--- src/rtl/uart_pkg.sv ---
// Shared UART definitions: receiver FSM states, parity modes, baud divisor table.
package uart_pkg;

    typedef enum logic [2:0] {
        IDLE,
        START,
        DATA,
        PARITY,
        STOP
    } rx_state_t;

    localparam logic [1:0] PAR_NONE = 2'b00;
    localparam logic [1:0] PAR_EVEN = 2'b01;
    localparam logic [1:0] PAR_ODD  = 2'b10;

    // Clocks per sample tick for each baud selection (truncated division).
    // Each branch divides constants only, so no runtime divider is built.
    function automatic int unsigned baud_div(input int unsigned clk_hz,
                                             input int unsigned oversample,
                                             input logic [2:0]  sel);
        case (sel)
            3'd0:    return clk_hz / (oversample * 300);
            3'd1:    return clk_hz / (oversample * 1200);
            3'd2:    return clk_hz / (oversample * 4800);
            3'd3:    return clk_hz / (oversample * 9600);
            3'd4:    return clk_hz / (oversample * 19200);
            3'd5:    return clk_hz / (oversample * 38400);
            3'd6:    return clk_hz / (oversample * 57600);
            default: return clk_hz / (oversample * 115200);
        endcase
    endfunction

endpackage

--- src/rtl/uart_sync_fifo.sv ---
// Synchronous first-word-fall-through FIFO; a level counter separates full from empty.
module uart_sync_fifo #(
    parameter int unsigned WIDTH = 11,
    parameter int unsigned DEPTH = 8
) (
    input  logic                     clk,
    input  logic                     reset,
    input  logic                     push,
    input  logic                     pop,
    input  logic [WIDTH-1:0]         din,
    output logic [WIDTH-1:0]         dout,
    output logic                     empty,
    output logic                     full,
    output logic [$clog2(DEPTH):0]   level
);

    localparam int unsigned AW = $clog2(DEPTH);

    logic [WIDTH-1:0] mem [DEPTH];
    logic [AW-1:0]    wptr, rptr;
    logic [AW:0]      count;
    logic             rd_ok, wr_ok;

    assign empty = (count == '0);
    assign full  = (count == (AW+1)'(DEPTH));
    assign rd_ok = pop && !empty;
    // A push into a full FIFO is accepted when the head leaves in the same cycle.
    assign wr_ok = push && (!full || rd_ok);
    assign dout  = mem[rptr];
    assign level = count;

    // Storage write; contents need no reset because the head is qualified by empty.
    always_ff @(posedge clk) begin
        if (wr_ok) begin
            mem[wptr] <= din;
        end
    end

    // Pointer and level bookkeeping.
    always_ff @(posedge clk or negedge reset) begin
        if (!reset) begin
            wptr  <= '0;
            rptr  <= '0;
            count <= '0;
        end else begin
            if (wr_ok) wptr <= wptr + AW'(1);
            if (rd_ok) rptr <= rptr + AW'(1);
            case ({wr_ok, rd_ok})
                2'b10:   count <= count + (AW+1)'(1);
                2'b01:   count <= count - (AW+1)'(1);
                default: count <= count;
            endcase
        end
    end

endmodule

--- src/rtl/uart_rx_fifo_param.sv ---
// Oversampling UART receiver with majority vote, parity, break/overrun detection and output FIFO.
module uart_rx_fifo_param
    import uart_pkg::*;
#(
    parameter int unsigned CLK_HZ     = 50_000_000,
    parameter int unsigned DATA_BITS  = 8,
    parameter int unsigned STOP_BITS  = 1,
    parameter int unsigned OVERSAMPLE = 16,
    parameter int unsigned FIFO_DEPTH = 8
) (
    input  logic                          clk,
    input  logic                          reset,
    input  logic [2:0]                    baud_select,
    input  logic [1:0]                    parity_mode,
    input  logic                          rx_en,
    input  logic                          rxd,
    input  logic                          rx_pop,
    input  logic                          ovr_clr,
    output logic [DATA_BITS-1:0]          rx_data,
    output logic                          rx_valid,
    output logic                          rx_perror,
    output logic                          rx_ferror,
    output logic                          rx_break,
    output logic                          rx_overrun,
    output logic [$clog2(FIFO_DEPTH):0]   fifo_level
);

    localparam int unsigned DIV_W = $clog2(baud_div(CLK_HZ, OVERSAMPLE, 3'd0) + 1);
    localparam int unsigned SC_W  = $clog2(OVERSAMPLE);
    localparam int unsigned FW    = DATA_BITS + 3;
    localparam logic [SC_W-1:0] S_DECIDE = SC_W'(OVERSAMPLE/2 + 1);
    localparam logic [SC_W-1:0] S_LAST   = SC_W'(OVERSAMPLE - 1);

    logic                 sync1, rxd_s, rxd_d;
    rx_state_t            state, state_n;
    logic [DIV_W-1:0]     div_q, div_cnt;
    logic [SC_W-1:0]      samp_cnt;
    logic [1:0]           vote_q;
    logic [1:0]           pmode_q;
    logic [DATA_BITS-1:0] shift_q;
    logic [3:0]           bit_cnt;
    logic                 par_q, perror_q, ferror_q;

    logic                 tick, decide, bit_val, start_det, par_en, exp_par;
    logic                 push, drop, frame_start, ferr_final, brk;
    logic [FW-1:0]        fifo_din, fifo_dout;
    logic                 fifo_empty, fifo_full;

    // Two-flop synchroniser plus one delayed copy for falling-edge detection.
    always_ff @(posedge clk or negedge reset) begin
        if (!reset) begin
            sync1 <= 1'b1;
            rxd_s <= 1'b1;
            rxd_d <= 1'b1;
        end else begin
            sync1 <= rxd;
            rxd_s <= sync1;
            rxd_d <= rxd_s;
        end
    end

    assign tick      = (state != IDLE) && (div_cnt == div_q - DIV_W'(1));
    assign decide    = tick && (samp_cnt == S_DECIDE);
    // vote_q holds the two previous samples; the current sample completes the vote.
    assign bit_val   = (vote_q[1] & vote_q[0]) | (vote_q[1] & rxd_s) | (vote_q[0] & rxd_s);
    assign start_det = rx_en && rxd_d && !rxd_s;
    assign par_en    = (pmode_q == PAR_EVEN) || (pmode_q == PAR_ODD);
    assign exp_par   = (^shift_q) ^ (pmode_q == PAR_ODD);

    // FSM register.
    always_ff @(posedge clk or negedge reset) begin
        if (!reset) state <= IDLE;
        else        state <= state_n;
    end

    // Next-state and push decision; bits are resolved at mid-bit, not at bit boundaries.
    always_comb begin
        state_n = state;
        push    = 1'b0;
        case (state)
            IDLE:   if (start_det) state_n = START;
            START:  if (decide) state_n = bit_val ? IDLE : DATA;
            DATA:   if (decide && bit_cnt == 4'(DATA_BITS-1)) state_n = par_en ? PARITY : STOP;
            PARITY: if (decide) state_n = STOP;
            STOP: begin
                if (decide && bit_cnt == 4'(STOP_BITS-1)) begin
                    state_n = IDLE;
                    push    = 1'b1;
                end
            end
            default: state_n = IDLE;
        endcase
        if (!rx_en && state != IDLE) begin
            state_n = IDLE;
            push    = 1'b0;
        end
    end

    assign frame_start = (state == IDLE) && (state_n == START);

    // Baud/sample timing, frame settings latch, shift register and error accumulation.
    always_ff @(posedge clk or negedge reset) begin
        if (!reset) begin
            div_q    <= '0;
            div_cnt  <= '0;
            samp_cnt <= '0;
            vote_q   <= '0;
            pmode_q  <= PAR_NONE;
            shift_q  <= '0;
            bit_cnt  <= '0;
            par_q    <= 1'b0;
            perror_q <= 1'b0;
            ferror_q <= 1'b0;
        end else if (frame_start) begin
            div_q    <= DIV_W'(baud_div(CLK_HZ, OVERSAMPLE, baud_select));
            div_cnt  <= '0;
            samp_cnt <= '0;
            pmode_q  <= parity_mode;
            bit_cnt  <= '0;
            par_q    <= 1'b0;
            perror_q <= 1'b0;
            ferror_q <= 1'b0;
        end else if (state != IDLE) begin
            if (tick) begin
                div_cnt  <= '0;
                samp_cnt <= (samp_cnt == S_LAST) ? '0 : samp_cnt + SC_W'(1);
                vote_q   <= {vote_q[0], rxd_s};
            end else begin
                div_cnt  <= div_cnt + DIV_W'(1);
            end
            if (decide) begin
                case (state)
                    DATA: begin
                        shift_q <= {bit_val, shift_q[DATA_BITS-1:1]};
                        bit_cnt <= (bit_cnt == 4'(DATA_BITS-1)) ? '0 : bit_cnt + 4'(1);
                    end
                    PARITY: begin
                        par_q    <= bit_val;
                        perror_q <= (bit_val != exp_par);
                    end
                    STOP: begin
                        ferror_q <= ferror_q | ~bit_val;
                        bit_cnt  <= bit_cnt + 4'(1);
                    end
                    default: ;
                endcase
            end
        end
    end

    // Word pushed at the last stop mid-point, folding in that final stop vote.
    always_comb begin
        ferr_final = ferror_q | ~bit_val;
        brk        = (shift_q == '0) && (!par_en || !par_q) && ferr_final;
        fifo_din   = {brk, ferr_final, perror_q, shift_q};
    end

    assign drop = push && fifo_full && !rx_pop;

    uart_sync_fifo #(
        .WIDTH (FW),
        .DEPTH (FIFO_DEPTH)
    ) u_fifo (
        .clk   (clk),
        .reset (reset),
        .push  (push),
        .pop   (rx_pop),
        .din   (fifo_din),
        .dout  (fifo_dout),
        .empty (fifo_empty),
        .full  (fifo_full),
        .level (fifo_level)
    );

    // Sticky overrun; a drop in the same cycle as a clear keeps it set.
    always_ff @(posedge clk or negedge reset) begin
        if (!reset)       rx_overrun <= 1'b0;
        else if (drop)    rx_overrun <= 1'b1;
        else if (ovr_clr) rx_overrun <= 1'b0;
    end

    assign rx_valid = !fifo_empty;
    assign {rx_break, rx_ferror, rx_perror, rx_data} = fifo_empty ? '0 : fifo_dout;

endmodule

--- config.mk ---
export PLATFORM = sky130hd
export DESIGN_NAME = uart_rx_fifo_param
export DESIGN_NICKNAME = d
export VERILOG_FILES = /design/src/rtl/uart_pkg.sv /design/src/rtl/uart_sync_fifo.sv /design/src/rtl/uart_rx_fifo_param.sv
export SDC_FILE = /design/constraint.sdc
export NUM_CORES = 1
export LEC_CHECK = 0
export CORE_MARGIN = 2
export CORE_UTILIZATION = 52
export DETAILED_ROUTE_END_ITERATION = 7
export GPL_TIMING_DRIVEN = 1
export PLACE_DENSITY_LB_ADDON = 0.2
export SETUP_SLACK_MARGIN = 0.15
export SYNTH_ARGS = -nofsm -noshare
export SYNTH_HDL_FRONTEND = slang
export SYNTH_SLANG_ARGS = --single-unit
--- constraint.sdc ---
create_clock -name clk -period 5.4 [get_ports clk]
set_clock_uncertainty 0.1 [all_clocks]
set_input_delay 0.81 -clock clk [delete_from_list [all_inputs] [get_ports clk]]
set_output_delay 0.81 -clock clk [all_outputs]
set_load 0.005 [all_outputs]
==> results.cfg <==
[critical_path]
crit_path_max_incr_delay_ns = 0.58
path_delay_family = simple AND/OR/NAND/NOR gates
path_max_fanout = 9
worstPathArrival_ns = 4.79
critPathRequiredTime_ns = 5.60
cp_common_cell = ha_1
path_depth = 16
cp_slowest_cell = or4b_1
crit_path_start_kind = flop
reg2regPathDepth = 16
crit_path_end_kind = flop
cp_cell_sequence = inv_1 -> ha_1 -> or4b_1 -> xnor2_1 -> or4_1 -> a22oi_1 -> o31ai_2 -> nor4_4 -> nand2_1 -> ha_1 -> ha_1 -> a21o_1 -> a21oi_1 -> xnor2_1 -> nor2_1 -> xor2_1
crit_type = reg2reg
crit_buf_inv = 1

[timing]
setup_tns_ns = 0
setup_viol = 0
final_max_slew_viol_count = 0
finalHoldViolCount = 0
finalCriticalPeriod_ns = 4.59
rsz0062_at_grt = false
worst_pin_slew_ns = 1.06
fin_crit_sh_pct = 85.0
fin_hold_ws_ns = 0.259
worst_slew_margin_rel_pct = 29.5
fmax_mhz = 218

[grt]
grt_pass1_wl_um = 22900
grt_pass1_vias = 4511
antenna_found_initial = 0
grt_max_degree = 67
grtUsageTotal_pct = 20.4
grt_overflow = 0

[clock_network]
clkTransAtPathRegs_ns = 0.06
root_buffer = clkbuf_16
ctsHoldBuffers = 0
cts_tree = done
clock-sinks = 154
postCtsSetupRepairBufs = 0
clk_path_buf_depth = 2
cts_buffers = 17
post_cts_resize_count = 0
cts.htree.levels = 4
clk_latency_ns = 0.42

[power_and_ir_drop]
pwr-share-seq_pct = 41.1
leakagePower_nw = 3.34
p_int_mw = 2.63
combPwrFrac_pct = 25.0
vdd_drop_max_mv = 0.236
clkPwrFrac_pct = 33.9
powerDensity_nw_per_um2 = 446
p_sw_mw = 1.12
p_sw_share_pct = 29.9

[finish]
fin_cells = 781
final_cell_mix = edfxtp_1 (88), dfrtp_1 (63), nor2_1 (44), nand2_1 (40)
final_common_cell = edfxtp_1
area_growth_pct = 15.0
diodes = 0
fillers = 1067
drive_above_1_share_pct = 13.3
finish.net_count = 617

[detailed_routing]
via_count = 4501
postRouteAntennaNets = 0
via_per_inst = 5.76
routed_wl_um = 13900
avgRoutedWirePerCell_um = 17.8
drc = 0
dr.pass1.iters = 5
dr.first_iter.drc_count = 249

[flow_run]
cap_violations = 0

[yosys]
syn_inst = 560
ys_async_sr_fraction_pct = 42.9
ys_seq_elements = 154
synth_ff_type = edfxtp_1
syn_area_sq_um = 7310
syn_avg_cell_area_sq_um = 13.1
yosysUniqueCellTypes = 61
synth_edf_count = 88
yosysSeqAreaShare_pct = 58.8
synth_nets = 588
yosysWarningCount = 0

[die]
ioPinCount = 28
start_util_pct = 52.9
die_y_um = 123
rows = 43
die_w_um = 123
die-area_sq_um = 15000
core_area_sq_um = 13800

[place]
gp_congestion = 0.887
placed_cells = 750
io_buffers = 27
dp_hpwl_um = 9640

[run_status]
outcome = completed

[worst_hold_path]
worstHoldPathCells = 0
hp-class = reg2reg
==> Yosys cell counts, types with 8 or more instances <==
master	n	area share, %
a21oi_1	15	1.0
clkbuf_1	18	0.92
dfrtp_1	63	22
edfxtp_1	88	36
ha_1	16	2.7
inv_1	26	1.3
mux2i_1	20	2.7
mux4_2	22	6.8
nand2_1	40	2.1
nand2b_1	8	0.68
nand3_1	17	1.2
nand4_1	10	0.86
nor2_1	44	2.3
nor3_1	10	0.68
o21ai_0	14	0.96
xnor2_1	23	2.8
xor2_1	19	2.3
==> registers in the layout (all words and copies together) (netlist names), 4 cells and up <==
name and count:
bit_cnt 4, div_cnt 14, div_q 12, samp_cnt 4, shift_q 8, u_fifo.level 4
u_fifo.mem 88
==> worst reg2reg max path: stages (launching register included) <==
cell and delay (ns):
dfrtp_1 0.43, inv_1 0.10, ha_1 0.27, or4b_1 0.58, xnor2_1 0.16, or4_1 0.40, a22oi_1 0.24, o31ai_2 0.25
nor4_4 0.53, nand2_1 0.12, ha_1 0.27, ha_1 0.28, a21o_1 0.18, a21oi_1 0.18, xnor2_1 0.14, nor2_1 0.07
xor2_1 0.15
==> routing by layer <==
layer  wire (um)  global-route usage, %  part of all wire, %
met5           0                      0                    0
met1        6440                   27.8                   46
met2        6550                   31.4                   47
met3         566                   4.83                  4.1
met4         300                   8.62                  2.2
==> path summary, 6_finish.rpt <==
check | to | slack, ns | from
max | u_fifo.level[3] | 0.81 | div_q[0]
min | rxd_s | 0.26 | sync1
max reg2reg | u_fifo.level[3] | 0.81 | div_q[0]
min reg2reg | rxd_s | 0.26 | sync1
min in group asynchronous | div_cnt[13] | 0.48 | reset
max in group asynchronous | ferror_q | 4.17 | reset
==> layout make-up <==
type | count | area, sq um | area share, %
repair buffers | 36 | 333 | 3.96
multi-input cells | 354 | 2830 | 33.6
flip-flops and latches | 154 | 4300 | 51.1
inverters | 26 | 97.6 | 1.16
clock buffers | 20 | 437 | 5.19
well taps | 180 | 225 | 2.68
clock inverters | 11 | 194 | 2.31
==> per-stage QoR <==
| stage | utilization [%] | setup WS (ns) | power, mW | area (sq um) |
|---|---|---|---|---|
| finish | 60.8 | 0.807 | 3.75 | 8410 |
| global route | 60.8 | 0.511 | 3.95 | 8410 |
| CTS | 60.8 | 0.816 | 3.78 | 8410 |
| detailed placement | 56.3 | 0.839 | 2.51 | 7780 |
| global placement | 56.3 | 1.01 | 2.47 | 7780 |
| floorplan | - | 1.26 | 2.21 | 7310 |
==> power by group through the flow <==
stage	Sequential (mW)	Combinational (mW)	Clock (mW)
2_1_floorplan	1.46	0.756	0
3_3_place_gp	1.56	0.918	0
3_5_place_dp	1.57	0.945	0
4_1_cts	1.54	0.951	1.29
5_1_grt	1.56	1.05	1.34
6_report	1.54	0.939	1.27
==> cells by family (layout without fill, tap and decap cells) <==
logic type               Yosys count  in the layout  synth area share (%)
AND/OR/NAND/NOR                  178            178                  13.4
AO/OA/AOI/OAI                     69             69                  6.54
multiplexers                      47             47                  10.3
XOR/XNOR                          42             42                  5.03
adder cells (fa/ha/maj)           18             18                  3.15
flip-flops                       154            154                  58.8
buffers and inverters             52             93                  2.77
Power figures use the tool's default switching activity.
